### src/rtl/i2c_reg_preload_seq.sv
// i2c_reg_preload_seq: streams a shadow table of register values into the
// preload port of i2c_slave_handler, after reset and on request.
//   clk, rst_n                  clock, asynchronous active-low reset
//   reload_req                  pulse: request a (re)load sequence
//   hold                        pause emission while the I2C bus is busy
//   cfg_we, cfg_idx, cfg_data   runtime write of one shadow-table entry
//   preload_en/addr/data        one-cycle register write strobe to the slave
//   busy                        sequence in progress (LOAD or GAP)
//   done_pulse                  one cycle after the last entry is emitted
//   loaded                      a full sequence completed since the last start
//   load_count                  completed sequences, saturating at 8'hFF
module i2c_reg_preload_seq #(
    parameter int NUM_REGS    = 4,
    parameter int ADDR_W      = 8,
    parameter int DATA_W      = 8,
    parameter int BASE_ADDR   = 0,
    parameter     INIT_VALUES = 32'hDDCCBBAA,
    parameter bit AUTO_START  = 1'b1,
    parameter int GAP_CYCLES  = 0
) (
    input  logic                          clk,
    input  logic                          rst_n,
    input  logic                          reload_req,
    input  logic                          hold,
    input  logic                          cfg_we,
    input  logic [$clog2(NUM_REGS):0]     cfg_idx,
    input  logic [DATA_W-1:0]             cfg_data,
    output logic                          preload_en,
    output logic [ADDR_W-1:0]             preload_addr,
    output logic [DATA_W-1:0]             preload_data,
    output logic                          busy,
    output logic                          done_pulse,
    output logic                          loaded,
    output logic [7:0]                    load_count
);
    localparam int IW = $clog2(NUM_REGS) + 1;
    localparam int GW = $clog2(GAP_CYCLES + 2);

    if (NUM_REGS < 1) begin : g_chk_num
        $error("NUM_REGS must be at least 1");
    end
    if ((longint'(BASE_ADDR) + NUM_REGS - 1) >= (64'd1 << ADDR_W)) begin : g_chk_addr
        $error("BASE_ADDR+NUM_REGS-1 does not fit in ADDR_W");
    end
    if ($bits(INIT_VALUES) < NUM_REGS * DATA_W) begin : g_chk_init
        $error("INIT_VALUES narrower than NUM_REGS*DATA_W");
    end

    typedef enum logic [1:0] {IDLE, LOAD, GAP, DONE} state_t;

    state_t            state, state_n;
    logic [IW-1:0]     idx, idx_n;
    logic [GW-1:0]     gap, gap_n;
    logic              start_pending, start_pending_n;
    logic              fin, fin_n;
    logic              en_n, loaded_n;
    logic [ADDR_W-1:0] addr_n;
    logic [DATA_W-1:0] data_n, rd;
    logic [7:0]        cnt_n;
    logic [DATA_W-1:0] tbl [NUM_REGS];

    always_comb begin
        rd = tbl[0];
        for (int i = 1; i < NUM_REGS; i++)
            if (idx == IW'(i)) rd = tbl[i];
        state_n         = state;
        idx_n           = idx;
        gap_n           = gap;
        en_n            = 1'b0;
        addr_n          = preload_addr;
        data_n          = preload_data;
        fin_n           = 1'b0;
        start_pending_n = start_pending | reload_req;
        loaded_n        = fin ? 1'b1 : loaded;
        cnt_n           = fin ? load_count + 8'(load_count != 8'hFF) : load_count;
        case (state)
            IDLE, DONE: begin
                // A start on the same edge as a completion wins: loaded tracks the new run.
                if (start_pending_n) begin
                    state_n         = LOAD;
                    idx_n           = '0;
                    loaded_n        = 1'b0;
                    start_pending_n = 1'b0;
                end
            end
            LOAD: begin
                if (!hold) begin
                    en_n   = 1'b1;
                    addr_n = ADDR_W'(BASE_ADDR + int'(idx));
                    data_n = rd;
                    if (idx == IW'(NUM_REGS - 1)) begin
                        state_n = DONE;
                        fin_n   = 1'b1;
                    end else begin
                        idx_n = idx + 1'b1;
                        if (GAP_CYCLES > 0) begin
                            state_n = GAP;
                            gap_n   = GW'(GAP_CYCLES - 1);
                        end
                    end
                end
            end
            GAP: begin
                if (!hold) begin
                    if (gap == '0) state_n = LOAD;
                    else gap_n = gap - 1'b1;
                end
            end
            default: ;
        endcase
    end

    always_ff @(posedge clk or negedge rst_n) begin
        if (!rst_n) begin
            state <= IDLE;
        end else begin
            state <= state_n;
        end
    end

    always_ff @(posedge clk or negedge rst_n) begin
        if (!rst_n) begin
            idx           <= '0;
            gap           <= '0;
            start_pending <= AUTO_START;
            fin           <= 1'b0;
            preload_en    <= 1'b0;
            preload_addr  <= '0;
            preload_data  <= '0;
            busy          <= 1'b0;
            done_pulse    <= 1'b0;
            loaded        <= 1'b0;
            load_count    <= '0;
            for (int i = 0; i < NUM_REGS; i++)
                tbl[i] <= INIT_VALUES[i*DATA_W +: DATA_W];
        end else begin
            idx           <= idx_n;
            gap           <= gap_n;
            start_pending <= start_pending_n;
            fin           <= fin_n;
            preload_en    <= en_n;
            preload_addr  <= addr_n;
            preload_data  <= data_n;
            busy          <= (state_n == LOAD) || (state_n == GAP);
            done_pulse    <= fin;
            loaded        <= loaded_n;
            load_count    <= cnt_n;
            // Out-of-range indices match no entry and are dropped.
            for (int i = 0; i < NUM_REGS; i++)
                if (cfg_we && cfg_idx == IW'(i)) tbl[i] <= cfg_data;
        end
    end
endmodule

### config.mk
export PLATFORM = sky130hd
export DESIGN_NAME = i2c_reg_preload_seq
export DESIGN_NICKNAME = d
export VERILOG_FILES = /design/src/rtl/i2c_reg_preload_seq.sv
export SDC_FILE = /design/constraint.sdc
export NUM_CORES = 1
export LEC_CHECK = 0
export BUFFER_PORTS_ARGS = -buffer_cell sky130_fd_sc_hd__buf_2
export CORE_ASPECT_RATIO = 0.8
export CORE_MARGIN = 4
export CORE_UTILIZATION = 56
export DETAILED_ROUTE_END_ITERATION = 16
export GPL_TIMING_DRIVEN = 0
export PLACE_DENSITY = 0.79
export SKIP_LAST_GASP = 1
export SLEW_MARGIN = 20
export SYNTH_ARGS = -nofsm -noshare
export SYNTH_HDL_FRONTEND = slang
export SYNTH_SLANG_ARGS = --single-unit
### constraint.sdc
create_clock -name clk -period 2 [get_ports clk]
set_clock_uncertainty 0.05 [all_clocks]
set_input_delay 0.2 -clock clk [delete_from_list [all_inputs] [get_ports clk]]
set_output_delay 0.2 -clock clk [all_outputs]
set_load 0.02 [all_outputs]
# Word level (Yosys, flattened, before mapping)
# Cells that the tools add are included.
[totals] out_inout_bits=28 elab_cells=71 reg_bits=63 in_bits=16
[op_classes] reduce_logical=12 eq_ne=15 n_mux=23 addsub=3 n_bitwise=2
[op_table] operator="$mux 8" n=3
[op_table] operator="$eq 3x2->1 const B" n=4
[op_table] operator="$mux 1" n=10
[op_table] operator="$mux 2" n=5
[op_table] operator="$mux 3" n=3
[op_table] operator="$add 8x1->8" n=1
[op_table] operator="$ne 8x8->1 const B" n=1
[op_table] operator="$eq 2x2->1 const B" n=3
[op_table] operator="$eq 3x1->1 const B" n=2
[op_table] operator="$ne 2x2->1 const B" n=3
[op_table] operator="$pmux 2 s3" n=1
[op_table] operator="$pmux 3 s2" n=1
[op_table] operator="$eq 2x1->1 const B" n=2
[op_table] operator="$logic_and 1x1->1" n=4
[op_table] operator="$reduce_and 2->1" n=2
[op_table] operator="$reduce_and 4->1" n=1
[op_table] operator="$add 3x1->3 const B" n=1
[op_table] operator="$logic_not 3->1" n=1
[op_table] operator="$logic_not 2->1" n=1
[op_table] operator="$reduce_bool 2->1" n=1
[op_table] operator="$reduce_or 2->1" n=1
[op_table] operator="$logic_or 1x1->1" n=1
[op_table] operator="$not 1->1" n=1
[op_table] operator="$or 1x1->1" n=1
[op_table] operator="$sub 1x1->1 const B" n=1

# Depth between registers and ports, before layout
# Gate-level depths: netlist (run 1).
[logic_depth] ltp_word=6 depth_mapped=9 mapped_depth_nobuf=7

# Least setup slack after synthesis (run 1)
# OpenSTA, ideal clock, no wires.
[synth_timing] path_kind="flip-flop to flip-flop" startpoint="register load_count[3]" endpoint="register load_count[1]" setup_time_ns=0.125 period_less_slack_ns=1.920 t_arrival_ns=1.746 required_ns=1.825 slack_ns=0.080 path_stages_with_launch=7 path_buffers=0 cell_sequence="dfrtp_1 and3_1 nand2_1 or2_2 ha_1 ha_1 mux2_2"
[synth_between] elab_chain_len=2
[synth_rtl] element="start, declared" line_no="34" rtl="output logic [7:0] load_count"
[synth_rtl] element="start signal, assigned" line_no="147" rtl="load_count <= cnt_n;"
[synth_rtl] element="$ne 8x8->1" line_no="75" rtl="cnt_n = fin ? load_count + 8'(load_count != 8'hFF) : load_count;"
[synth_rtl] element="$add 8x1->8" line_no="75"
# Every way passes these cells.
# A chain may end at the register's enable or synchronous reset.

# Worst setup path after layout (run 1)
[layout_timing] startpoint="register idx[0]" endpoint="register preload_data[6]"
[layout_between] elab_chain_len=4 word_cells_on_any_way=6 classes_between="eq/ne: 3; mux: 3"
[layout_rtl] element="start, declared" line_no="52" rtl="logic [IW-1:0] idx, idx_n;"
[layout_rtl] element="start signal, assigned" line_no="137" rtl="idx <= idx_n;"
[layout_rtl] element="$eq 3x1->1" line_no="65" rtl="if (idx == IW'(i)) rd = tbl[i];"
[layout_rtl] element="$mux 8 (2 in a row)" line_no="65"
[layout_rtl] element="$mux 8 (*)" line_no="65"
[layout_rtl] element="end signal, assigned" line_no="143" rtl="preload_data <= data_n;"
[layout_rtl] element="end, declared" line_no="30" rtl="output logic [DATA_W-1:0] preload_data,"
# Every way passes the cells marked *; elsewhere a longest branch is shown, timed or not.

==> summary.txt, run 1 <==
DRT antenna net count - 0
Yosys Warn Count - 0
Final setup violation count - 0
Slew Limit Fails - 0
Cells after synthesis - 251
Cell area after layout - 3392 um^2
Worst-path clk slew - 0.07 ns
Cell variety after synth - 31
Post-synthesis sequential area ratio - 0.5471
Largest net degree at the start of global routing - 63
Congestion Overflow GR - 0
Final worst path period share - 0.9597
Hpwl dp - 4.038 mm
#FFs+latches synth - 62
Min Tclk post-route - 1.919 ns
Initial antenna violation count - 0
Fmax - 521.0 MHz
Worst path top cell family by delay - buffers and inverters
Critical path peak fanout - 9
Synth-to-Final Area Change - 17.61%
Initial core utilization - 0.5760
# Post-CTS Setup Buffers - 0
Die area - 6369 um^2
Pwr Density - 1366 nW/um^2
Outcome - finished, final reports clean
Core Box Area - 5007 um^2
Worst setup SP type - register
Number of core rows - 23
Crit path kind - register to register
First-pass GRT wire length - 10.01 mm
CTS Root Cell - clkbuf_8
Via Count - 2043
Fin util - 0.6774
Router iterations before antenna repair - 4
TritonCTS buffer count - 9
Placed cell area - 3169 um^2
Vias in the first global route - 2060
DIE WIDTH - 88.24 um
Nets@finish - 327
Die Y - 72.19 um
CP bufs+invs - 2
1st-iter DRT viols - 145
Final Hold Fails - 0
Fillers - 361
Total Power - 4.634 mW
H-tree Lvls - 3
Hold Crit Class - input port to register
Cells along the critical path - inv_1 -> ha_1 -> clkbuf_1 -> nand2_1 -> o22ai_1 -> o31ai_2
Area of the mapped netlist - 2884 um^2
Synth area leaders - dfrtp_1, dfstp_2, mux2_2
Max VDD drop - 0.7280 mV
Max-slew headroom - 0.4959
PortBufs - 38
Pleak - 1.565 nW
Critical Path RT - 2.16 ns
Gpl congestion - 0.7968
DRC Markers - 0
Via/cell ratio - 5.522
Later-pin clock latency in the skew report - 0.34 ns
Pin slew with the least headroom to its limit - 0.7561 ns
Yosys top cell area share - 0.3557
Post-synth top area cell - dfrtp_1
Detailed-route wire length - 5.877 mm
WL/cell - 15.88 um
# clock sinks - 62
Num ports - 44
CTS max path bufs - 2
Worst EP arrival - 2.08 ns
Endpoint class of the critical path - register
Max_cap viols - 0
Total GRT Usage - 0.2088
Diodes inserted - 0
RSZ-0062 raised after global routing - true
Slowest-stage cell, CP - dfrtp_1
Crit-path max cell delay - 0.41 ns
Layout cells sized above 1 - 0.4221
TritonCTS clock tree - yes
Avg Inst Size Synth - 11.49 um^2
what timing repair did:
item / CTS / global route
pin swaps: 0 / 1
hold endpoints to repair: 41 / 0
hold buffers: 1 / 0
endpoints found under the setup margin: 11 / 13
resized for setup: 2 / 6
metal layers:
metal / global-route usage / share of wire / vias to the layer above
li1: - / - / 968
met1: 0.2768 / 0.45 / 998
met2: 0.3203 / 0.47 / 65
met3: 0.06016 / 0.063 / 12
met4: 0.09228 / 0.019 / 0
met5: 0 / 0 / -
power breakdown:
group          leakage [nW]  switching (mW)  internal (mW)
Clock                 0.104           0.470          0.645
Sequential            0.734           0.210           1.67
Combinational         0.727           0.981          0.657
Total                  1.56            1.66           2.97
path summary, 6_finish.rpt:
check	start	endpoint	slack (ns)	cells after the start
worst min register to register	fin	done_pulse	0.33	0
worst min-delay path	reload_req	start_pending	0.06	3
worst max register to register	idx[0]	preload_data[6]	0.08	6
worst max-delay path	idx[0]	preload_data[6]	0.08	6
min in group asynchronous	rst_n	load_count[6]	0.42	2
max in group asynchronous	rst_n	load_count[3]	0.96	2
metrics by stage:
stage                     setup slack (ns)  cells  TNS, ns  hold slack [ns]
after CTS                          0.02623    372        0          0.04679
final                              0.08053    370        0          0.06232
after detailed placement           -0.1989    355  -0.6670           0.2658
after floorplan                    0.07960    255        0          -0.1456
after global placement             -0.1713    355  -0.4824           0.3136
after global routing              -0.04292    370  -0.1139          0.06617
synthesized netlist by cell type:
cell and instances:
nor4b_4 1, nor2_1 30, a221oi_2 1, inv_1 6, nand2b_1 3, mux2i_1 3
a31oi_1 1, a21oi_1 10, and2b_2 1, buf_4 5, nand4_1 4, ha_1 8
and3_1 1, and2_1 1, o21ai_0 11, o2bb2ai_1 1, clkbuf_1 6, nand4b_1 1
o31ai_1 8, mux2_2 37, nor4bb_1 2, or2_2 2, conb_1 1, xor2_1 3
dfstp_2 21, dfrtp_1 41, xnor2_1 4, o21a_1 1, buf_2 6, o22ai_1 8
nand2_1 23
state kept, by name (all words and copies together), names as in the netlist:
register and flops:
tbl 32, loaded 1, idx 3, state 2, load_count 8, preload_en 1
fin 1, preload_data 8, done_pulse 1, busy 1, preload_addr 3, start_pending 1
worst reg2reg max path: cells and delay by family (launching register included):
kind	cells	cell delay [ns]
AO/OA/AOI/OAI	2	0.36
AND/OR/NAND/NOR	1	0.36
adder cells (fa/ha/maj)	1	0.15
buffers and inverters	2	0.46
flip-flops	1	0.41
area by class of cell:
cell class,count,area (um^2),area share
Sequential cell,62,1579,0.4655
Multi-Input combinational cell,170,1216,0.3585
Timing Repair Buffer,39,202.7,0.05976
Clock buffer,13,158.9,0.04685
Buffer,15,91.34,0.02693
Tap cell,62,77.57,0.02287
Clock inverter,3,43.79,0.01291
Inverter,6,22.52,0.006640
cells by family (layout without fill, tap and decap cells):
group / after synthesis / in the layout / share of synthesized area
adders and majority gates: 8 / 8 / 0.03471
xor gates and xnor gates: 7 / 7 / 0.02126
buffers and inverters: 23 / 76 / 0.03905
DFF: 62 / 62 / 0.5471
AOI/OAI and AO/OA: 41 / 41 / 0.08764
muxes: 40 / 40 / 0.1549
and+or+nand+nor: 69 / 69 / 0.1141
other: 1 / 5 / 0.001300
layout by cell type, fill, tap and decap left out, types with 2 or more instances in the layout:
cell,instances
dfrtp_1,40
nand2_1,22
o22ai_1,8
buf_4,6
inv_1,6
o31ai_1,7
nand2b_1,3
o21ai_0,10
xnor2_1,4
clkbuf_1,5
a21oi_1,10
mux2i_1,3
xor2_1,3
nand4_1,4
ha_1,8
nor4bb_1,2
clkbuf_8,11
mux2_2,37
buf_2,41
conb_1,5
dfstp_2,21
clkbuf_4,3
or2_2,2
nor2_1,30
Note: power is estimated with default switching activity, not from simulation.
==> run 2: changes to the inputs <==
--- a/config.mk
+++ b/config.mk
@@ -6,14 +6,14 @@
 export NUM_CORES = 1
 export LEC_CHECK = 0
 export BUFFER_PORTS_ARGS = -buffer_cell sky130_fd_sc_hd__buf_2
-export CORE_ASPECT_RATIO = 0.8
+export CORE_ASPECT_RATIO = 1.1
 export CORE_MARGIN = 4
 export CORE_UTILIZATION = 56
 export DETAILED_ROUTE_END_ITERATION = 16
 export GPL_TIMING_DRIVEN = 0
 export PLACE_DENSITY = 0.79
 export SKIP_LAST_GASP = 1
-export SLEW_MARGIN = 20
+export SLEW_MARGIN = 30
 export SYNTH_ARGS = -nofsm -noshare
 export SYNTH_HDL_FRONTEND = slang
 export SYNTH_SLANG_ARGS = --single-unit
==> run 2 against run 1 <==
Worst setup slack gained 0.033 ns. Critical endpoint is now preload_data[3]. Clock power shrank 9.9%. Core utilization shrank 0.57 points. Largest cell class unchanged.
==> summary.txt, run 2 (synthesis results as in run 1) <==
Outcome - finished, final reports clean
Final Hold Fails - 0
Critical Path RT - 2.19 ns
Max-slew headroom - 0.5008
Final worst path period share - 0.9432
Cells along the critical path - clkbuf_4 -> inv_1 -> buf_4 -> ha_1 -> nand2b_1 -> o31ai_1
Worst slack, placed - -0.2595 ns
PortBufs - 38
Synth-to-Final Area Change - 16.44%
Layout cells sized above 1 - 0.4137
Initial core utilization - 0.5768
# Post-CTS Setup Buffers - 0
Endpoint class of the critical path - register
Core Box Area - 5000 um^2
Most frequent cells in the layout - buf_2, dfrtp_1, mux2_2, nor2_1, nand2_1
First-pass GRT wire length - 9.749 mm
Congestion Overflow GR - 0
Detailed-route wire length - 5.740 mm
Total GRT Usage - 0.1968
Crit path kind - register to register
CTS Root Cell - clkbuf_8
Num ports - 44
Sequential Area - 1578 um^2
Pwr Density - 1339 nW/um^2
Min Tclk post-route - 1.886 ns
1st-iter DRT viols - 92
Pleak - 1.556 nW
Initial antenna violation count - 0
H-tree Lvls - 3
Die area - 6364 um^2
Worst-path clk slew - 0.06 ns
Nets@finish - 326
Max FFs per register - 32
Slew Limit Fails - 0
Worst setup SP type - register
DIE WIDTH - 76.43 um
Final setup violation count - 0
DRC Markers - 0
Later-pin clock latency in the skew report - 0.34 ns
Total Power - 4.498 mW
Pin slew with the least headroom to its limit - 0.7488 ns
Reg2reg setup slack - 0.11 ns
Top flop regs - tbl: 32 flops, load_count: 8 flops, preload_data: 8 flops
Via/cell ratio - 5.578
DRT antenna net count - 0
TritonCTS buffer count - 9
Largest net degree at the start of global routing - 63
Max VDD drop - 0.7710 mV
Hpwl dp - 3.824 mm
Via Count - 2036
Die Y - 83.27 um
Setup_tns - 0 ns
WL/cell - 15.73 um
Crit-path max cell delay - 0.34 ns
Fin util - 0.6717
Worst EP arrival - 2.08 ns
Hold Crit Class - input port to register
Number of core rows - 27
Diodes inserted - 0
Max_cap viols - 0
Fmax - 530.1 MHz
RSZ-0062 raised after global routing - false
Biggest register - tbl
TritonCTS clock tree - yes
Vias in the first global route - 2045
Slowest-stage cell, CP - nand2b_1
Fillers - 396
Area of the multi-input gates - 1214 um^2
Setup slack after layout - 0.1137 ns
CTS max path bufs - 2
Router iterations before antenna repair - 4
Gpl congestion - 0.7380
# clock sinks - 62
Critical path peak fanout - 10
==> run 2: area by class of cell <==
type,count,area share
clock inverters,1,0.001490
inverters,6,0.006706
flip-flops and latches,62,0.4698
clock buffers,15,0.05253
repair buffers,39,0.06036
well taps,58,0.02161
plain buffers,14,0.02608
multi-input cells,170,0.3614
==> run 2: metrics by stage <==
| step | instances | hold slack (ns) | cell area [um^2] |
|---|---|---|---|
| 6_report | 365 | 0.05979 | 3358 |
| 3_3_place_gp | 351 | 0.3032 | 3162 |
| 3_5_place_dp | 351 | 0.2721 | 3164 |
| 2_1_floorplan | 255 | -0.1456 | 2899 |
| 4_1_cts | 368 | 0.05068 | 3362 |
| 5_1_grt | 365 | 0.07071 | 3358 |
==> run 2: final timing paths <==
check / startpoint / to / cells after the start
min: reload_req / start_pending / 3
min reg2reg: fin / done_pulse / 0
max: idx[2] / preload_data[3] / 6
max in group asynchronous: rst_n / load_count[1] / 2
max reg2reg: idx[2] / preload_data[3] / 6
min in group asynchronous: rst_n / preload_addr[0] / 2
==> run 2: repair_timing <==
item,in CTS,in global routing
gates cloned,0,0
pin swaps,0,0
endpoints found under the hold margin,41,0
gates resized for setup,3,4
hold buffers,1,0
setup endpoints to repair,11,11
==> run 2: power by group <==
part	switching [mW]	internal, mW
Combinational	0.962	0.656
Sequential	0.206	1.67
Clock	0.451	0.551
==> run 2: routing by layer <==
metal / share of wire / track usage
met5: 0 / 0
met4: 0.021 / 0.09226
met3: 0.051 / 0.04881
met2: 0.49 / 0.3078
met1: 0.44 / 0.2571
==> run 2: critical path: cells and delay by family, from the launching register on <==
kind                     cells  cell delay (ns)
flip-flops                   1             0.33
buffers and inverters        3             0.47
AND/OR/NAND/NOR              1             0.34
AO/OA/AOI/OAI                1             0.34
adder cells (fa/ha/maj)      1             0.25
